`src/rtl/punc_pkg.sv`:
```
// Shared PUnC encodings: opcodes, control FSM states and every datapath select code.
// The control unit and the datapath both import this package so the select codes match.
package punc_pkg;

    localparam logic [3:0] OP_BR   = 4'b0000;
    localparam logic [3:0] OP_ADD  = 4'b0001;
    localparam logic [3:0] OP_LD   = 4'b0010;
    localparam logic [3:0] OP_ST   = 4'b0011;
    localparam logic [3:0] OP_JSR  = 4'b0100;
    localparam logic [3:0] OP_AND  = 4'b0101;
    localparam logic [3:0] OP_LDR  = 4'b0110;
    localparam logic [3:0] OP_STR  = 4'b0111;
    localparam logic [3:0] OP_RTI  = 4'b1000;
    localparam logic [3:0] OP_NOT  = 4'b1001;
    localparam logic [3:0] OP_LDI  = 4'b1010;
    localparam logic [3:0] OP_STI  = 4'b1011;
    localparam logic [3:0] OP_JMP  = 4'b1100;
    localparam logic [3:0] OP_RES  = 4'b1101;
    localparam logic [3:0] OP_LEA  = 4'b1110;
    localparam logic [3:0] OP_TRAP = 4'b1111;

    typedef enum logic [2:0] {
        S_INIT   = 3'd0,
        S_FETCH  = 3'd1,
        S_DECODE = 3'd2,
        S_EXEC   = 3'd3,
        S_EXEC2  = 3'd4,
        S_HALT   = 3'd5
    } state_t;

    localparam logic [1:0] PC_SEL_OFF9      = 2'd0;
    localparam logic [1:0] PC_SEL_OFF11     = 2'd1;
    localparam logic [1:0] PC_SEL_BASE      = 2'd2;

    localparam logic [1:0] MEM_ADDR_PC      = 2'd0;
    localparam logic [1:0] MEM_ADDR_ALU     = 2'd1;
    localparam logic [1:0] MEM_ADDR_STORE   = 2'd2;

    localparam logic [1:0] RF_W_SEL_PC      = 2'd0;
    localparam logic [1:0] RF_W_SEL_MEM     = 2'd1;
    localparam logic [1:0] RF_W_SEL_ALU     = 2'd2;

    localparam logic [1:0] IMM_SEL_IMM5     = 2'd0;
    localparam logic [1:0] IMM_SEL_OFF6     = 2'd1;
    localparam logic [1:0] IMM_SEL_OFF9     = 2'd2;
    localparam logic [1:0] IMM_SEL_OFF11    = 2'd3;

    localparam logic [1:0] ALU_OP_ADD       = 2'd0;
    localparam logic [1:0] ALU_OP_AND       = 2'd1;
    localparam logic [1:0] ALU_OP_NOT       = 2'd2;
    localparam logic [1:0] ALU_OP_PASS      = 2'd3;

    localparam logic       ALU_A_PC         = 1'b0;
    localparam logic       ALU_A_RD0        = 1'b1;
    localparam logic       ALU_B_RD1        = 1'b0;
    localparam logic       ALU_B_IMM        = 1'b1;
    localparam logic       NZP_SEL_ALU      = 1'b0;
    localparam logic       NZP_SEL_MEM      = 1'b1;

    // Stores read their data register through port 1 using the DR field.
    function automatic logic is_store(input logic [3:0] op);
        return (op == OP_ST) || (op == OP_STR) || (op == OP_STI);
    endfunction

endpackage

```
`src/rtl/punc_control_br_eval.sv`:
```
// Branch-taken evaluation: any requested condition that matches the current flags.
module punc_br_eval (
    input  logic [2:0] i_nzp_mask,
    input  logic       i_n,
    input  logic       i_z,
    input  logic       i_p,
    output logic       o_taken
);

    assign o_taken = (i_nzp_mask[2] & i_n) | (i_nzp_mask[1] & i_z) | (i_nzp_mask[0] & i_p);

endmodule

```
`src/rtl/punc_control.sv`:
```
// PUnC LC3 control FSM: INIT/FETCH/DECODE/EXEC/EXEC2/HALT driving every datapath control.
// Optional build macro PUNC_ILLEGAL_HALT_EN halts on opcodes 1000/1101 and flags illegal.
module punc_control
    import punc_pkg::*;
#(
    parameter int PC_INIT_WAIT = 1
) (
    input  logic        clk,
    input  logic        rst,
    input  logic [15:0] ir,
    input  logic        n,
    input  logic        z,
    input  logic        p,
    output logic        pc_ld,
    output logic [1:0]  pc_sel,
    output logic        pc_inc,
    output logic        ir_ld,
    output logic [1:0]  mem_addr_sel,
    output logic        mem_w_en,
    output logic        rf_w_en,
    output logic [1:0]  rf_w_sel,
    output logic [2:0]  rf_w_addr,
    output logic [2:0]  rf_r_addr_0,
    output logic [2:0]  rf_r_addr_1,
    output logic        alu_a_sel,
    output logic        alu_b_sel,
    output logic [1:0]  imm_sel,
    output logic [1:0]  alu_op,
    output logic        nzp_ld,
    output logic        nzp_sel,
    output logic        store_ld,
    output logic        halted,
    output logic        illegal
);

    localparam logic [3:0] INIT_LAST = 4'(PC_INIT_WAIT - 1);

    state_t      r_state;
    state_t      w_next;
    logic [3:0]  r_init_cnt;
    logic [3:0]  w_op;
    logic        w_taken;
    logic        w_halt_op;
    logic        w_unused_ir;

    assign w_op        = ir[15:12];
    assign w_unused_ir = ^ir[4:3];

    punc_br_eval u_br_eval (
        .i_nzp_mask (ir[11:9]),
        .i_n        (n),
        .i_z        (z),
        .i_p        (p),
        .o_taken    (w_taken)
    );

`ifdef PUNC_ILLEGAL_HALT_EN
    logic r_illegal;

    assign w_halt_op = (w_op == OP_TRAP) || (w_op == OP_RTI) || (w_op == OP_RES);
    assign illegal   = r_illegal;

    always_ff @(posedge clk or negedge rst) begin
        if (!rst)
            r_illegal <= 1'b0;
        else if (r_state == S_DECODE && (w_op == OP_RTI || w_op == OP_RES))
            r_illegal <= 1'b1;
    end
`else
    assign w_halt_op = (w_op == OP_TRAP);
    assign illegal   = 1'b0;
`endif

    always_ff @(posedge clk or negedge rst) begin
        if (!rst) begin
            r_state    <= S_INIT;
            r_init_cnt <= 4'd0;
        end else begin
            r_state    <= w_next;
            r_init_cnt <= (r_state == S_INIT) ? r_init_cnt + 4'd1 : 4'd0;
        end
    end

    always_comb begin
        w_next = r_state;
        case (r_state)
            S_INIT:   if (r_init_cnt == INIT_LAST) w_next = S_FETCH;
            S_FETCH:  w_next = S_DECODE;
            S_DECODE: w_next = w_halt_op ? S_HALT : S_EXEC;
            S_EXEC:   w_next = (w_op == OP_LDI || w_op == OP_STI) ? S_EXEC2 : S_FETCH;
            S_EXEC2:  w_next = S_FETCH;
            S_HALT:   w_next = S_HALT;
            default:  w_next = S_INIT;
        endcase
    end

    always_comb begin
        pc_ld        = 1'b0;
        pc_sel       = PC_SEL_OFF9;
        pc_inc       = 1'b0;
        ir_ld        = 1'b0;
        mem_addr_sel = MEM_ADDR_PC;
        mem_w_en     = 1'b0;
        rf_w_en      = 1'b0;
        rf_w_sel     = RF_W_SEL_PC;
        rf_w_addr    = 3'd0;
        rf_r_addr_0  = 3'd0;
        rf_r_addr_1  = 3'd0;
        alu_a_sel    = ALU_A_PC;
        alu_b_sel    = ALU_B_RD1;
        imm_sel      = IMM_SEL_IMM5;
        alu_op       = ALU_OP_ADD;
        nzp_ld       = 1'b0;
        nzp_sel      = NZP_SEL_ALU;
        store_ld     = 1'b0;
        halted       = 1'b0;

        if (r_state == S_DECODE || r_state == S_EXEC || r_state == S_EXEC2) begin
            rf_r_addr_0 = ir[8:6];
            rf_r_addr_1 = is_store(w_op) ? ir[11:9] : ir[2:0];
        end

        case (r_state)
            S_FETCH: begin
                mem_addr_sel = MEM_ADDR_PC;
                ir_ld        = 1'b1;
                pc_inc       = 1'b1;
            end
            S_EXEC: begin
                case (w_op)
                    OP_ADD, OP_AND, OP_NOT: begin
                        alu_a_sel = ALU_A_RD0;
                        alu_b_sel = ir[5];
                        imm_sel   = IMM_SEL_IMM5;
                        alu_op    = (w_op == OP_ADD) ? ALU_OP_ADD :
                                    (w_op == OP_AND) ? ALU_OP_AND : ALU_OP_NOT;
                        rf_w_en   = 1'b1;
                        rf_w_sel  = RF_W_SEL_ALU;
                        rf_w_addr = ir[11:9];
                        nzp_ld    = 1'b1;
                        nzp_sel   = NZP_SEL_ALU;
                    end
                    OP_BR: begin
                        pc_ld  = w_taken;
                        pc_sel = PC_SEL_OFF9;
                    end
                    OP_JMP: begin
                        pc_ld  = 1'b1;
                        pc_sel = PC_SEL_BASE;
                    end
                    OP_JSR: begin
                        rf_w_en   = 1'b1;
                        rf_w_addr = 3'd7;
                        rf_w_sel  = RF_W_SEL_PC;
                        pc_ld     = 1'b1;
                        pc_sel    = ir[11] ? PC_SEL_OFF11 : PC_SEL_BASE;
                    end
                    OP_LD, OP_LDR: begin
                        alu_a_sel    = (w_op == OP_LDR) ? ALU_A_RD0 : ALU_A_PC;
                        alu_b_sel    = ALU_B_IMM;
                        imm_sel      = (w_op == OP_LDR) ? IMM_SEL_OFF6 : IMM_SEL_OFF9;
                        alu_op       = ALU_OP_ADD;
                        mem_addr_sel = MEM_ADDR_ALU;
                        rf_w_en      = 1'b1;
                        rf_w_sel     = RF_W_SEL_MEM;
                        rf_w_addr    = ir[11:9];
                        nzp_ld       = 1'b1;
                        nzp_sel      = NZP_SEL_MEM;
                    end
                    OP_LEA: begin
                        alu_a_sel = ALU_A_PC;
                        alu_b_sel = ALU_B_IMM;
                        imm_sel   = IMM_SEL_OFF9;
                        alu_op    = ALU_OP_ADD;
                        rf_w_en   = 1'b1;
                        rf_w_sel  = RF_W_SEL_ALU;
                        rf_w_addr = ir[11:9];
                    end
                    OP_ST, OP_STR: begin
                        alu_a_sel    = (w_op == OP_STR) ? ALU_A_RD0 : ALU_A_PC;
                        alu_b_sel    = ALU_B_IMM;
                        imm_sel      = (w_op == OP_STR) ? IMM_SEL_OFF6 : IMM_SEL_OFF9;
                        alu_op       = ALU_OP_ADD;
                        mem_addr_sel = MEM_ADDR_ALU;
                        mem_w_en     = 1'b1;
                    end
                    // Indirect forms fetch the pointer into the store register first.
                    OP_LDI, OP_STI: begin
                        alu_a_sel    = ALU_A_PC;
                        alu_b_sel    = ALU_B_IMM;
                        imm_sel      = IMM_SEL_OFF9;
                        alu_op       = ALU_OP_ADD;
                        mem_addr_sel = MEM_ADDR_ALU;
                        store_ld     = 1'b1;
                    end
                    default: ;
                endcase
            end
            S_EXEC2: begin
                mem_addr_sel = MEM_ADDR_STORE;
                if (w_op == OP_LDI) begin
                    rf_w_en   = 1'b1;
                    rf_w_sel  = RF_W_SEL_MEM;
                    rf_w_addr = ir[11:9];
                    nzp_ld    = 1'b1;
                    nzp_sel   = NZP_SEL_MEM;
                end else begin
                    mem_w_en = 1'b1;
                end
            end
            S_HALT: halted = 1'b1;
            default: ;
        endcase
    end

endmodule

```
`config.mk`:
```
export PLATFORM = sky130hd
export DESIGN_NAME = punc_control
export DESIGN_NICKNAME = d
export VERILOG_FILES = /design/src/rtl/punc_pkg.sv /design/src/rtl/punc_control_br_eval.sv /design/src/rtl/punc_control.sv
export SDC_FILE = /design/constraint.sdc
export NUM_CORES = 1
export LEC_CHECK = 0
export BUFFER_PORTS_ARGS = -buffer_cell sky130_fd_sc_hd__buf_2
export CAP_MARGIN = 25
export CORE_MARGIN = 3
export CORE_UTILIZATION = 43
export CTS_BUF_LIST = sky130_fd_sc_hd__clkbuf_16
export DETAILED_ROUTE_END_ITERATION = 10
export PLACE_DENSITY = 0.87
export RECOVER_POWER = 50
export REMOVE_ABC_BUFFERS = 1
export SLEW_MARGIN = 40
export SYNTH_ARGS = -nofsm -noshare
export SYNTH_HDL_FRONTEND = slang
export SYNTH_HIERARCHICAL = 1
export SYNTH_SLANG_ARGS = --single-unit
```
`constraint.sdc`:
```
create_clock -name clk -period 1.8 [get_ports clk]
set_clock_uncertainty 0.2 [all_clocks]
set_input_delay 0.27 -clock clk [delete_from_list [all_inputs] [get_ports clk]]
set_output_delay 0.27 -clock clk [all_outputs]
set_load 0.01 [all_outputs]
```
==> reports/metrics.cfg, run 1 <==
[power]
leakage_uw=0.000719
ir_drop_mv=0.982
powerDensity_mw_per_mm2=1150

[sta]
period_share_pct=112
final.setup.worst_slack_ns=-0.221
hold_violations=0
finalSetupViolations=25
slew_violations=0
max_clock_freq_mhz=495
post-route-min-period_ns=2.02
rsz0062_at_grt=true
setup_tns_ns=-2.76

[grt]
grt_usage_pct=24.7
antenna_found_initial=0
grt_pass1_vias=1102
grt_max_degree=12
overflow=0
grt_pass1_wl_mm=4.98

[flow_run]
drv_cap=0

[synthesis]
synth_area_leader_cell=dfrtp_1
synthCells=120
synth_area_leaders=dfrtp_1, a21oi_1, o21ai_0
synth_cell_types=43
synth_seq_cells=7
synth_area_per_cell_sq_um=7.24
synth.yosys.seq_area_share_pct=20.2
synth_top_area_share_pct=20.2
yosysWarnings=6
synth_async_sr_flop_share_pct=100
synth_edf_count=0
synthesis.area_sq_um=868
synth-main-ff-cell=dfrtp_1

[floorplanning]
dieArea_sq_mm=0.00259
fp-row-count=15
die_x_microns=50.9
pin_count=52
design.core.area_sq_mm=0.00182
die_h_microns=50.9
start_util_pct=47.7

[clock_tree]
cts_buffers=3
insertion_delay_ns=0.23
cts_tree=built
cts_root_buf=clkbuf_16
cts.reportedPaths.clkPinSlew_ns=0.03
cts_max_path_buffers=2
cts_max_level=1
cts.sink_count=7

[cells_and_area]
antenna_cells=0
num-nets-final=210
areaGrowthSynthToFinish_pct=69.2
fin_area_sq_mm=0.00147
final_layout_size_suffix_gt1_share_pct=53.2
fillers=121
postLayoutCoreUtil_pct=80.7

[worst_setup_path]
timing.rr.end=r_init_cnt[3]
crit_start=r_state[2]
r2r_cells=4
crit_path_end=rf_w_addr[1]
r2r-start=r_state[1]
cp-end-kind=output pin
required_ns=1.33
startpoint_type=flip-flop
path_class=reg2out
cp_max_fo=6
crit_arrival_ns=1.55
r2r_slack_ns=0.21

[outcome]
violations=negative setup slack
status=finished with violations

[drt]
drc=0
via_per_inst=5.62
dr.pass1.iters=4
vias=1185
routed_wl_mm=3.36
ant_nets=0
wl_per_cell_microns=15.9
drtIter0Drc=48

[placed_design]
dp_slack_ns=-0.0705
port_buffers=48
dpl.hpwl_mm=2.08
gp_congestion=0.870
placed_cell_area_sq_mm=0.00119

[hold_path]
min_path_type=in2async

cell usage after synthesis (2+ instances only):
cell      instances
clkbuf_1          3
nor3b_1           2
a22oi_1           2
inv_1             7
nor2b_1           7
o211ai_1          2
dfrtp_1           7
ha_1              2
nand4_1           2
buf_4             3
nand3b_1          2
nand2_1           7
a211oi_1          4
nand3_1           3
nor2_1           12
nor4_1            2
buf_2             3
nand2b_1          4
o21ai_0           9
a21oi_1          14
report_power, final:
group	total [uW]	internal, uW	switching [uW]	leakage, uW
registers	276	208	67.8	0.0000883
clock network	370	289	81.3	0.0000423
logic	1040	479	560	0.000588
total	1680	976	709	0.000719
cell usage in the layout (no fill, tap or decap), types with 2 or more instances in the layout:
cell       instances
dfrtp_1            4
and3b_2            2
a22oi_1            2
a211oi_2           4
o211ai_1           2
a21oi_1           13
buf_4             22
ha_1               2
inv_1              8
clkbuf_16          3
nand3b_1           2
o21ai_0            8
nor2b_1            6
nand3_4            2
nand3_1            2
buf_6              2
buf_2             47
nand2b_1           3
nor2_1            12
nand2_1            6
dfrtp_2            3
nor3b_1            2
nand4_1            2
sequential cells by signal, indices dropped and copies added, names as in the netlist:
register,count
r_init_cnt,4
r_state,3
timing repair:
| item | 4_1_cts | 5_1_grt |
|---|---|---|
| hold buffers | 1 | 0 |
| gates cloned | 0 | 1 |
| gates resized for setup | 12 | 18 |
| buffers inserted | 3 | 5 |
| setup endpoints to repair | 25 | 29 |
| pin swaps | 3 | 11 |
| endpoints found under the hold margin | 7 | 0 |
worst max-delay path, cell delays in order, from the launching register on:
cell      delay [ns]
dfrtp_2         0.44
and3b_2         0.35
a21oi_1         0.13
a211oi_2        0.23
buf_2           0.16
cell families after synthesis:
group | after synthesis | synth area share [%]
muxes | 1 | 1.15
and+or+nand+nor | 51 | 34.9
other | 1 | 0.432
buffers and inverters | 19 | 11.5
adders and majority gates | 2 | 2.88
AOI/OAI and AO/OA | 37 | 26.9
DFF | 7 | 20.2
xor gates and xnor gates | 2 | 2.02
worst min-delay path by stage:
stage / from / endpoint / depth (start not counted)
2_1_floorplan: rst / r_init_cnt[0] / 0
3_3_place_gp: rst / r_state[0] / 1
3_5_place_dp: rst / r_state[0] / 1
4_1_cts: rst / r_state[0] / 2
5_1_grt: rst / r_init_cnt[3] / 2
6_report: rst / r_init_cnt[3] / 2
cell type report:
type / count / area [sq um] / share of cell area [%]
clock buffers: 3 / 75.1 / 5.11
clock inverters: 1 / 3.75 / 0.256
inverters: 7 / 26.3 / 1.79
multi-input cells: 95 / 717 / 48.8
flip-flops and latches: 7 / 179 / 12.2
well taps: 25 / 31.3 / 2.13
repair buffers: 73 / 437 / 29.7
per-layer routing:
metal / GRT usage [%] / wire length, microns / share of wire, % / vias up
met2: 47.2 / 1750 / 52 / 77
met4: 10.3 / 86 / 2.6 / 0
met3: 2.33 / 268 / 8.0 / 11
met5: 0 / 0 / 0 / -
li1: - / - / - / 557
met1: 27.1 / 1250 / 37 / 540
through the flow:
stage | hold WS, ns | instances | power [uW]
finish | 0.260 | 211 | 1680
global route | 0.294 | 211 | 1800
CTS | 0.199 | 206 | 1540
detailed placement | -0.0965 | 198 | 1020
global placement | -0.101 | 198 | 989
floorplan | -0.226 | 108 | 684
(Power assumes the default switching activity.)
==> run 2: changes to the inputs <==
--- a/config.mk
+++ b/config.mk
@@ -14,6 +14,7 @@
 export PLACE_DENSITY = 0.87
 export RECOVER_POWER = 50
 export REMOVE_ABC_BUFFERS = 1
+export SKIP_CTS_REPAIR_TIMING = 1
 export SLEW_MARGIN = 40
 export SYNTH_ARGS = -nofsm -noshare
 export SYNTH_HDL_FRONTEND = slang
==> constraint.sdc (replaced) <==
create_clock -name clk -period 1.8 [get_ports clk]
set_clock_uncertainty 0.2 [all_clocks]
set_input_delay 0 -clock clk [delete_from_list [all_inputs] [get_ports clk]]
set_output_delay 0 -clock clk [all_outputs]
set_load 0.01 [all_outputs]
==> run 2 against run 1 <==
  * Design area decreased by 17%
  * Via count fell by 12%
  * Routed wire length fell by 26%
  * Power decreased by 18%
  * The flow still finishes with violations (negative setup slack)
  * Critical path depth unchanged
  * First-iteration DRC count is 19% lower
  * Flip-flop and latch count stayed put
  * Worst setup slack better by 0.20 ns
  * Cell count is 9.5% lower
  * Fmax up 11%
  * Global-route usage down 7.5 points
  * Sequential power increased by 1%
==> reports/metrics.cfg, run 2 (synthesis results as in run 1) <==
[outcome]
status=finished with violations
violations=negative setup slack

[worst_setup_path]
path_class=reg2out
path_cells=nor3b_4 > nand3_2 > a211oi_2 > buf_2
slowest_delay_ns=0.44  ; about the same
r2r_slack_ns=0.29  ; +0.08 ns
startpoint_type=flip-flop
cp-end-kind=output pin
required_ns=1.60  ; +0.27 ns
r2r_cells=3  ; -1
cp_max_fo=6  ; unchanged
crit_arrival_ns=1.62  ; +0.07 ns
timing.rr.end=r_init_cnt[3]
crit_slowest_cell=dfrtp_2
r2r-start=r_state[1]

[sta]
finalSetupViolations=2  ; -92%
whs_ns=0.0907  ; -0.170 ns
period_share_pct=101  ; -11 points
rsz0062_at_grt=true
max_clock_freq_mhz=551  ; +11%
hold_violations=0  ; unchanged
slew_violations=0  ; unchanged
final.setup.worst_slack_ns=-0.0160  ; +0.205 ns
post-route-min-period_ns=1.82  ; -0.205 ns

[placed_design]
dp_slack_ns=0.171  ; +0.241 ns
port_buffers=48  ; unchanged
dpl.hpwl_mm=1.81  ; -13%
gp_congestion=0.857  ; -1.5%

[floorplanning]
fp-row-count=15  ; unchanged
dieArea_sq_mm=0.00259  ; unchanged
design.core.area_sq_mm=0.00182  ; unchanged
die_x_microns=50.9  ; unchanged
pin_count=52  ; unchanged
start_util_pct=47.7  ; unchanged
die_h_microns=50.9  ; unchanged

[flow_run]
drv_cap=0  ; unchanged

[drt]
vias=1047  ; -12%
via_per_inst=5.48  ; -2.4%
ant_nets=0  ; unchanged
dr.pass1.iters=4  ; unchanged
drc=0  ; unchanged
wl_per_cell_microns=12.9  ; -19%
routed_wl_mm=2.47  ; -26%
drtIter0Drc=39  ; -19%

[hold_path]
min_from=ir[15]
hold_end=r_state[2]
min_path_type=in2reg
holdPathStages=4

[cells_and_area]
fillers=166  ; +37%
largest_register=r_init_cnt
antenna_cells=0  ; unchanged
num-nets-final=190  ; -9.5%
final_layout_size_suffix_gt1_share_pct=40.4  ; -13 points
areaGrowthSynthToFinish_pct=40.3
largest_reg_flops=4  ; unchanged
reg_top3=r_init_cnt x4, r_state x3
layout_common_cells=buf_2, a21oi_1, nor2_1
final_common_cell=buf_2

[clock_tree]
cts_root_buf=clkbuf_16
cts_max_path_buffers=2  ; unchanged
cts_tree=built
cts.reportedPaths.clkPinSlew_ns=0.03  ; about the same
cts.sink_count=7  ; unchanged
insertion_delay_ns=0.23  ; about the same
cts_max_level=1  ; unchanged
cts_buffers=3  ; unchanged

[power]
powerDensity_mw_per_mm2=1140  ; -0.77%
ir_drop_mv=0.980  ; -0.11%
leakage_uw=0.000609  ; -15%
power_uw=1390  ; -18%

[grt]
grt_usage_pct=17.1  ; -7.5 points
antenna_found_initial=0  ; unchanged
overflow=0  ; unchanged
grt_max_degree=18  ; +6
grt_pass1_wl_mm=3.52  ; -29%
grt_pass1_vias=839  ; -24%

## run 2: cell types whose count changed in the layout (fill, tap and decap cells not counted), moves of 2 or more
cell	previous run	this run
buf_6	2	0
buf_4	22	3
nand3_4	2	0
nor4_1	0	2
## run 2: area by class of cell
type	instances	area, sq um	share of cell area (%)
well taps	25	31.3	2.57
repair buffers	54	295	24.2
multi-input cells	94	608	49.9
clock inverters	1	3.75	0.308
clock buffers	3	75.1	6.16
inverters	7	26.3	2.16
flip-flops and latches	7	179	14.7
## run 2: critical path, delay by kind of cell, from the launching register on
kind                   cells  cell delay, ns
and+or+nand+nor            2            0.54
DFF                        1            0.44
AOI/OAI and AO/OA          1            0.24
buffers and inverters      1            0.16
## run 2: metrics by stage
stage	TNS [ns]	std cells	instance area (sq um)	utilization, %
floorplan	0	108	795	-
CTS	-0.186	185	1140	62.9
global route	-0.247	191	1220	66.9
detailed placement	0	181	1070	58.6
global placement	0	181	1070	58.6
finish	-0.0165	191	1220	66.9
## run 2: worst max-delay path by stage
stage | start | endpoint | cells after the start
after floorplan | r_state[1] | rf_w_addr[0] | 3
after global placement | r_state[1] | rf_w_addr[0] | 4
after detailed placement | r_state[1] | rf_w_addr[1] | 4
after CTS | r_state[1] | rf_w_addr[1] | 4
after global routing | r_state[1] | rf_w_addr[1] | 4
final | r_state[1] | rf_w_addr[1] | 4
## run 2: power by group
part           switching (uW)  internal (uW)
Clock                    78.0            288
Combinational             424            317
Sequential               71.8            208
Total                     574            813
## run 2: per-layer routing
| metal | track usage, % | up-vias | routed length [microns] |
|---|---|---|---|
| li1 | - | 511 | - |
| met1 | 20.7 | 474 | 958 |
| met2 | 30.7 | 55 | 1260 |
| met3 | 1.46 | 7 | 188 |
| met4 | 7.17 | 0 | 68 |
| met5 | 0 | - | 0 |
==> run 3: changes to the inputs <==
--- a/config.mk
+++ b/config.mk
@@ -5,13 +5,13 @@
 export SDC_FILE = /design/constraint.sdc
 export NUM_CORES = 1
 export LEC_CHECK = 0
-export BUFFER_PORTS_ARGS = -buffer_cell sky130_fd_sc_hd__buf_2
+export BUFFER_PORTS_ARGS = -buffer_cell sky130_fd_sc_hd__buf_4
 export CAP_MARGIN = 25
-export CORE_MARGIN = 3
+export CORE_MARGIN = 4
 export CORE_UTILIZATION = 43
 export CTS_BUF_LIST = sky130_fd_sc_hd__clkbuf_16
 export DETAILED_ROUTE_END_ITERATION = 10
-export PLACE_DENSITY = 0.87
+export PLACE_DENSITY = 0.79
 export RECOVER_POWER = 50
 export REMOVE_ABC_BUFFERS = 1
 export SKIP_CTS_REPAIR_TIMING = 1
==> run 3 against run 2 <==
  * Register-to-register slack improved by 0.02 ns
  * Global-route usage grew 2.4 points
  * Routed wire length is 9.8% higher
  * The flow now finishes without violations
  * Utilization is 7.0 points higher
  * Non-clock buffer count decreased by 1
  * Design area is 10% higher
  * Largest power group unchanged
  * Worst hold slack worse by 0.032 ns
  * First-iteration DRC count decreased by 23%
==> reports/metrics.cfg, run 3 (synthesis results as in run 1) <==
[worst_setup_path]
required_ns=1.60  ; about the same
startpoint_type=flip-flop
crit_start=r_state[0]
r2r-start=r_state[1]
cp-end-kind=output pin
cp_max_fo=9  ; +3
crit_arrival_ns=1.57  ; -0.05 ns
path_class=reg2out
r2r_cells=3  ; unchanged

[floorplanning]
die_x_microns=52.9  ; +3.9%
pin_count=52  ; unchanged
dieArea_sq_mm=0.00280  ; +8.0%
design.core.area_sq_mm=0.00182  ; unchanged
start_util_pct=47.7  ; unchanged
fp-row-count=15  ; unchanged
die_h_microns=52.9  ; +3.9%

[drt]
routed_wl_mm=2.71  ; +9.8%
via_per_inst=5.51  ; +0.43%
wl_per_cell_microns=14.3  ; +10%
dr.pass1.iters=4  ; unchanged
drtIter0Drc=30  ; -23%
ant_nets=0  ; unchanged
drc=0  ; unchanged
vias=1046  ; -0.096%

[power]
power_frac_seq_pct=18.8  ; -1.4 points
leakage_uw=0.000617  ; +1.3%
switchingPower_uw=589  ; +2.6%
p_int_uw=875  ; +7.7%
ir_drop_mv=0.986  ; +0.59%
power_frac_clock_pct=25.1  ; -1.3 points
power_uw=1460  ; +5.6%
p_comb_share_pct=56.1  ; +2.7 points
sw_frac_of_total_pct=40.2  ; -1.2 points
powerDensity_mw_per_mm2=1090  ; -4.4%

[sta]
max_clock_freq_mhz=566  ; +2.8%
finalSetupViolations=0  ; -2
slew_violations=0  ; unchanged
post-route-min-period_ns=1.77  ; -0.0503 ns
whs_ns=0.0585  ; -0.0322 ns
hold_violations=0  ; unchanged
period_share_pct=98.1  ; -2.8 points
rsz0062_at_grt=true
final.setup.worst_slack_ns=0.0344  ; +0.0503 ns

[hold_path]
holdPathStages=4  ; unchanged
min_from=ir[15]
min_path_type=in2reg

[clock_tree]
cts_buffers=3  ; unchanged
cts.reportedPaths.clkPinSlew_ns=0.03  ; about the same
cts_max_path_buffers=2  ; unchanged
cts.sink_count=7  ; unchanged
cts_root_buf=clkbuf_16
cts_max_level=1  ; unchanged
cts_tree=built
insertion_delay_ns=0.23  ; about the same

[cells_and_area]
final_common_cell=buf_4
layout_common_cells=buf_4, a21oi_1, nor2_1
largest_reg_flops=4  ; unchanged
fin_area_sq_mm=0.00135  ; +10%
reg_top3=r_init_cnt x4, r_state x3
areaGrowthSynthToFinish_pct=55.0
final_layout_size_suffix_gt1_share_pct=42.4  ; +2.1 points
num-nets-final=189  ; -0.53%
instances_no_fill=190  ; -0.52%
largest_register=r_init_cnt
antenna_cells=0  ; unchanged

[placed_design]
port_buffers=48  ; unchanged
placedCellCount=182  ; +0.55%
gp_congestion=0.862  ; +0.60%
dpl.hpwl_mm=2.05  ; +14%
placed_cell_area_sq_mm=0.00119  ; +12%
dp_slack_ns=0.172  ; +0.00185 ns

[outcome]
status=finished, final reports clean

[grt]
antenna_found_initial=0  ; unchanged
grt_usage_pct=19.5  ; +2.4 points
grt_util_met2_pct=36.2  ; +5.5 points
grt-busiest-layer=met2
grtUsageMet1_pct=22.7  ; +2.1 points
grt_max_degree=18  ; unchanged
overflow=0  ; unchanged
grt_pass1_wl_mm=4.13  ; +17%
grt_use_met3_pct=2.54  ; +1.1 points
grt_pass1_vias=920  ; +9.7%

[flow_run]
drv_cap=0  ; unchanged

## run 3: path summary, 6_finish.rpt
check                                endpoint  slack, ns
max in group asynchronous          r_state[2]       0.61
worst min register to register  r_init_cnt[0]       0.30
min in group asynchronous       r_init_cnt[1]       0.54
worst max register to register  r_init_cnt[2]       0.31
worst min-delay path               r_state[2]       0.06
worst max-delay path             rf_w_addr[2]       0.03
## run 3: final cells by class
class | count | area [sq um]
multi-input combinational | 94 | 629
fill | 148 | 474
timing repair buffer | 53 | 403
sequential | 7 | 178
clock buffer | 3 | 75.1
tap | 25 | 31.3
inverter | 7 | 26.3
clock inverter | 1 | 3.75
## run 3: routing by layer
layer / part of all wire [%] / vias up
met4: 0.37 / 0
met2: 51 / 44
met5: 0 / -
met3: 8.4 / 2
met1: 40 / 485
li1: - / 515
## run 3: per-stage QoR
| stage | utilization [%] | setup TNS, ns |
|---|---|---|
| after detailed placement | 65.6 | 0 |
| after global placement | 65.6 | 0 |
| after global routing | 74.0 | -0.0465 |
| after floorplan | - | 0 |
| after CTS | 69.9 | -0.238 |
| final | 74.0 | 0 |
## run 3: worst max-delay path: stages, from the launching register on
cell and delay [ns]:
dfrtp_2 0.46, nor3b_4 0.28, nand3_2 0.20, a211oi_2 0.24
buf_4 0.16
## run 3: power by group through the flow
stage / registers [uW] / logic, uW / clock network, uW
finish: 276 / 821 / 368
global route: 288 / 906 / 389
CTS: 269 / 781 / 377
detailed placement: 270 / 772 / 0
global placement: 264 / 757 / 0
floorplan: 270 / 413 / 0
